===== src/rtl/tick_meter_pkg.sv =====
// Shared types and default constants for the tick_meter period monitor.
// The optional input synchronizer is enabled with the TICK_METER_SYNC_EN macro.
package tick_meter_pkg;

    typedef enum logic [1:0] {
        ST_IDLE    = 2'd0,
        ST_MEASURE = 2'd1,
        ST_LOST    = 2'd2
    } state_t;

    localparam int          TICK_METER_CNT_W   = 32;
    localparam int unsigned TICK_METER_TIMEOUT = 500_000_000;

endpackage


===== src/rtl/tick_edge_det.sv =====
// Rising-edge detector for the measured tick, with an optional two-flop
// synchronizer in front of it when TICK_METER_SYNC_EN is defined.
module tick_edge_det (
    input  logic i_clk,
    input  logic i_rst_n,
    input  logic i_tick_in,
    output logic o_rise
);

    logic w_tick;
    logic r_tick_q;
    logic r_tick_d;

`ifdef TICK_METER_SYNC_EN
    logic [1:0] r_sync;

    always_ff @(posedge i_clk or negedge i_rst_n) begin
        if (!i_rst_n) begin
            r_sync <= 2'b00;
        end else begin
            r_sync <= {r_sync[0], i_tick_in};
        end
    end

    assign w_tick = r_sync[1];
`else
    assign w_tick = i_tick_in;
`endif

    // Both samples are registered so the rise seen by the FSM never depends
    // combinationally on the input pin.
    always_ff @(posedge i_clk or negedge i_rst_n) begin
        if (!i_rst_n) begin
            r_tick_q <= 1'b0;
            r_tick_d <= 1'b0;
        end else begin
            r_tick_q <= w_tick;
            r_tick_d <= r_tick_q;
        end
    end

    assign o_rise = r_tick_q & ~r_tick_d;

endmodule


===== src/rtl/tick_meter.sv =====
// Measures clk cycles between tick rises, strobes each period, flags loss of
// the tick after TIMEOUT cycles and reports lock on two equal periods.
// Define TICK_METER_SYNC_EN to synchronize an asynchronous tick_in.
module tick_meter
    import tick_meter_pkg::*;
#(
    parameter int          CNT_W   = TICK_METER_CNT_W,
    parameter int unsigned TIMEOUT = TICK_METER_TIMEOUT
) (
    input  logic             i_clk,
    input  logic             i_rst_n,
    input  logic             i_tick_in,
    input  logic             i_clr,
    output logic [CNT_W-1:0] o_period,
    output logic             o_period_valid,
    output logic             o_timeout,
    output logic             o_locked,
    output state_t           o_state
);

    localparam logic [CNT_W-1:0] TO_VAL  = CNT_W'(TIMEOUT);
    localparam logic [CNT_W-1:0] CNT_ONE = CNT_W'(1);

    logic             w_rise;

    state_t           r_state,  w_state_nxt;
    logic [CNT_W-1:0] r_cnt,    w_cnt_nxt;
    logic [CNT_W-1:0] r_period, w_period_nxt;
    logic             r_pv,     w_pv_nxt;
    logic             r_to,     w_to_nxt;
    logic             r_lock,   w_lock_nxt;
    logic             r_hist,   w_hist_nxt;

    tick_edge_det u_edge (
        .i_clk     (i_clk),
        .i_rst_n   (i_rst_n),
        .i_tick_in (i_tick_in),
        .o_rise    (w_rise)
    );

    always_ff @(posedge i_clk or negedge i_rst_n) begin
        if (!i_rst_n) begin
            r_state  <= ST_IDLE;
            r_cnt    <= '0;
            r_period <= '0;
            r_pv     <= 1'b0;
            r_to     <= 1'b0;
            r_lock   <= 1'b0;
            r_hist   <= 1'b0;
        end else begin
            r_state  <= w_state_nxt;
            r_cnt    <= w_cnt_nxt;
            r_period <= w_period_nxt;
            r_pv     <= w_pv_nxt;
            r_to     <= w_to_nxt;
            r_lock   <= w_lock_nxt;
            r_hist   <= w_hist_nxt;
        end
    end

    // r_hist marks that r_period came from a real measurement since the last
    // IDLE/LOST exit, so a lock can only be claimed against valid history.
    always_comb begin
        w_state_nxt  = r_state;
        w_cnt_nxt    = r_cnt;
        w_period_nxt = r_period;
        w_pv_nxt     = 1'b0;
        w_to_nxt     = r_to;
        w_lock_nxt   = r_lock;
        w_hist_nxt   = r_hist;

        if (i_clr) begin
            w_state_nxt  = ST_IDLE;
            w_cnt_nxt    = '0;
            w_period_nxt = '0;
            w_to_nxt     = 1'b0;
            w_lock_nxt   = 1'b0;
            w_hist_nxt   = 1'b0;
        end else begin
            case (r_state)
                ST_IDLE: begin
                    if (w_rise) begin
                        w_state_nxt = ST_MEASURE;
                        w_cnt_nxt   = CNT_ONE;
                        w_hist_nxt  = 1'b0;
                    end
                end
                ST_MEASURE: begin
                    if (w_rise) begin
                        w_period_nxt = r_cnt;
                        w_pv_nxt     = 1'b1;
                        w_lock_nxt   = r_hist && (r_cnt == r_period);
                        w_hist_nxt   = 1'b1;
                        w_cnt_nxt    = CNT_ONE;
                    end else if (r_cnt == TO_VAL) begin
                        w_state_nxt = ST_LOST;
                        w_to_nxt    = 1'b1;
                        w_lock_nxt  = 1'b0;
                    end else begin
                        w_cnt_nxt = r_cnt + CNT_ONE;
                    end
                end
                ST_LOST: begin
                    if (w_rise) begin
                        w_state_nxt = ST_MEASURE;
                        w_cnt_nxt   = CNT_ONE;
                        w_to_nxt    = 1'b0;
                        w_hist_nxt  = 1'b0;
                    end
                end
                default: begin
                    w_state_nxt = ST_IDLE;
                    w_cnt_nxt   = '0;
                end
            endcase
        end
    end

    assign o_period       = r_period;
    assign o_period_valid = r_pv;
    assign o_timeout      = r_to;
    assign o_locked       = r_lock;
    assign o_state        = r_state;

endmodule


===== config.mk =====
export PLATFORM = sky130hd
export DESIGN_NAME = tick_meter
export DESIGN_NICKNAME = d
export VERILOG_FILES = /design/src/rtl/tick_meter_pkg.sv /design/src/rtl/tick_edge_det.sv /design/src/rtl/tick_meter.sv
export SDC_FILE = /design/constraint.sdc
export NUM_CORES = 1
export LEC_CHECK = 0
export CORE_UTILIZATION = 40
export DETAILED_ROUTE_END_ITERATION = 16
export PLACE_DENSITY = 0.58
export SETUP_SLACK_MARGIN = 0.05
export SYNTH_ARGS = -nofsm -noshare
export SYNTH_HDL_FRONTEND = slang
export SYNTH_SLANG_ARGS = --single-unit

===== constraint.sdc =====
create_clock -name i_clk -period 4.25 [get_ports i_clk]
set_clock_uncertainty 0.15 [all_clocks]
set_input_delay 0.425 -clock i_clk [delete_from_list [all_inputs] [get_ports i_clk]]
set_output_delay 0.425 -clock i_clk [all_outputs]
set_load 0.02 [all_outputs]

==> run metrics <==
vias per std cell=~5.7; Area Growth Syn to Fin=18.33%; Die Width=approximately 97 µm; total power per unit cell area=299.9 nW/µm²; post-synth net total=357; slew at the pin closest to its max-slew limit=910.6 ps; HPWL reported at the end of detailed placement=slightly above 6000 µm; Yosys Warn Count=0; top-area cell type share of the netlist area=approximately half; Die Ht=96.92 µm; most common cell in the synthesized netlist=dfrtp_1; min Tclk post-route=around 2500 ps; delay-heaviest family, CP=simple AND/OR/NAND/NOR gates; hold slack=39.49 ps; Cells after Synth=351; clock power share=slightly above 40%; setup_tns=0 ps; Slew Limit Fails=0; worst-path fanout max=14; Setup Viol. Count Final=0; Synth cell types=38; antenna-violating nets left=0; critical path type=reg2reg; RSZ-0062 raised after global routing=false; clk buf depth=2; Flop pwr share=between 50% and 60%; Detailed Route WL=between 9000 and 10,000 µm; Root Driver=clkbuf_8; Hold-fix buffers, CTS=0; Tot Pwr=around 1.3 mW; Core Rows=34; status=finished clean; CP max-delay cell=or3_1; Mapped Area=3603 µm²; Synth Flop Type=dfrtp_1; slew margin rel.=between 30% and 40%; MaxCap Viol Count=0; Net Switching=between 200 and 300 µW; CTS tree=yes; Ant. Diodes=0; RePlAce Congestion=around 0.8; First-pass DRT Iterations=4; Synth Register Bits=slightly above 70; total stage count of the critical path=5; share of post-route cells with drive strength above 1=between 7 and 8%; worst-skew pair later-pin latency=roughly 340 ps; wire per inst=roughly 18 µm; # DRC=0; CTS clock-pin slew for the worst setup and hold paths=80 ps; total CTS buffers=9; io pins=slightly above 40; Slowest Stage Delay on Critical Path=540 ps; GRT Resource Usage Total=20.19%; post-synth top area cell=dfrtp_1; worst path required time=4360 ps; vias post-DR=between 2,000 and 3,000; CP Launch Type=flop; r2r worst-path depth=5; Hold Crit Class=in2async; CP endpoint kind=flop; post-CTS setup buffer count=0; reg2reg end=r_cnt[30]; Nets=between 300 and 400; post-cts sizing count=0; Cell Chain, Critical Path=and3_1, nand4_4, or3_1, or4_1, a21oi_1; setup slack after layout=roughly 1700 ps; core area=roughly 8700 µm²; Tcrit/Tclk final=about three fifths; first-pass GRT wire length=around 15,000 µm; H-tree depth=3; Filler cells=821; EDFF count, synth=0; Starting Density=41.32%; Post-synth ARST share=100.0%; post-layout util=approximately 50%; Port Buffer Count=40; reg2reg start=r_cnt[6]; ranking of synthesized cells by area=dfrtp_1 50%, a22o_1 7.8%, xor2_1 7.8%; Arr. time, crit path=2650 ps; switching share of power=23.09%; Post-synth top cells=72 x dfrtp_1, 32 x a22o_1, 32 x xor2_1; fmax=394.3 MHz; P_int=983.5 µW; GRT overflow=0; initial antenna violation count=0; vias in the first global route=2,672; Worst Path Buf+Inv=0; Final Hold Fails=0; worst vdd ir=142.0 µV; combinational power share=under 10%; Place WS=approximately 1500 ps; die footprint=9393 µm²; initial drt markers=140; Leak=1.927 nW; register area share after synthesis=50.00%; largest net degree at the start of global routing=73; setup slack, reg-to-reg=roughly 1700 ps; Synth Area per Inst=10.27 µm²; clock tree sinks=72
## registers in the layout (all words and copies together) (netlist names)
name	flops
u_edge.r_tick_d	1
o_state	2
o_locked	1
o_period_valid	1
u_edge.r_tick_q	1
o_period	32
r_cnt	32
o_timeout	1
r_hist	1
## worst max-delay path by stage
stage | slack [ps] | startpoint | end
2_1_floorplan | 2100 | r_cnt[0] | o_locked
3_3_place_gp | 1470 | i_clr | r_cnt[31]
3_5_place_dp | 1460 | i_clr | r_cnt[8]
4_1_cts | 1730 | r_cnt[6] | r_cnt[30]
5_1_grt | 1570 | r_cnt[6] | r_cnt[30]
6_report | 1710 | r_cnt[6] | r_cnt[30]
## placed cells by master, fill, tap and decap left out, types with 2 or more instances in the layout
master / synthesis / routed
nor4bb_1: 3 / 3
xnor2_1: 15 / 15
or3_1: 12 / 12
o21ai_0: 15 / 15
nor2b_1: 2 / 2
or2_2: 2 / 2
nor2_1: 21 / 20
clkinv_2: 0 / 3
a21oi_1: 17 / 17
clkdlybuf4s50_1: 0 / 39
buf_4: 0 / 8
o311ai_1: 2 / 2
clkbuf_8: 0 / 10
and3_1: 6 / 6
xor2_1: 32 / 32
dfrtp_1: 72 / 72
ha_1: 2 / 2
a22o_1: 32 / 32
a211oi_1: 2 / 2
or4_1: 3 / 3
nand2b_1: 2 / 2
nand4_1: 7 / 7
nor4_1: 19 / 19
inv_1: 10 / 10
nand4b_1: 2 / 2
o31ai_1: 4 / 4
nor3_1: 7 / 6
nand2_1: 12 / 12
nand3_1: 14 / 14
## metal layers
metal / GRT usage, % / share of wire [%] / wire (µm) / up-vias
li1: - / - / - / 1331
met2: 28.49 / 45 / 4071 / 61
met4: 6.429 / 0.65 / 59 / 0
met5: 0 / 0 / 0 / -
met3: 3.829 / 3.7 / 339 / 7
met1: 30.96 / 51 / 4658 / 1428
## power by group through the flow
stage | logic, mW | clock network [mW] | registers (mW)
floorplan | 0.0274 | 0 | 0.706
global placement | 0.0582 | 0 | 0.707
detailed placement | 0.0578 | 0 | 0.707
CTS | 0.0582 | 0.542 | 0.693
global route | 0.0627 | 0.580 | 0.694
finish | 0.0563 | 0.529 | 0.694
## worst register-to-register path: stages, from the launching register on
cell and delay, ps:
dfrtp_1 500, and3_1 410, nand4_4 270, or3_1 550, or4_1 430, a21oi_1 150
## stage by stage
step / cell area (µm²) / instances
after global routing: 4264 / 494
after global placement: 4078 / 479
after CTS: 4264 / 494
after detailed placement: 4078 / 479
final: 4264 / 494
after floorplan: 3603 / 351
## cells by family (layout without fill, tap and decap cells)
family / count (synthesis) / after routing / synth area share (%)
AOI/OAI and AO/OA: 76 / 76 / 14.86
xor gates and xnor gates: 47 / 47 / 11.42
adders and majority gates: 2 / 2 / 0.6943
buffers and inverters: 37 / 72 / 4.340
DFF: 72 / 72 / 50.00
muxes: 1 / 1 / 0.3125
and+or+nand+nor: 116 / 116 / 18.37
## cell type report
class	count	area [µm²]	share of cell area [%]
clock inverter	4	45.04	1.056
inverter	10	37.54	0.8803
tap	108	135.1	3.169
multi-input combinational	242	1653	38.76
clock buffer	11	141.4	3.316
timing repair buffer	47	450.4	10.56
sequential	72	1802	42.25
Note: power is estimated with default switching activity, not from simulation.
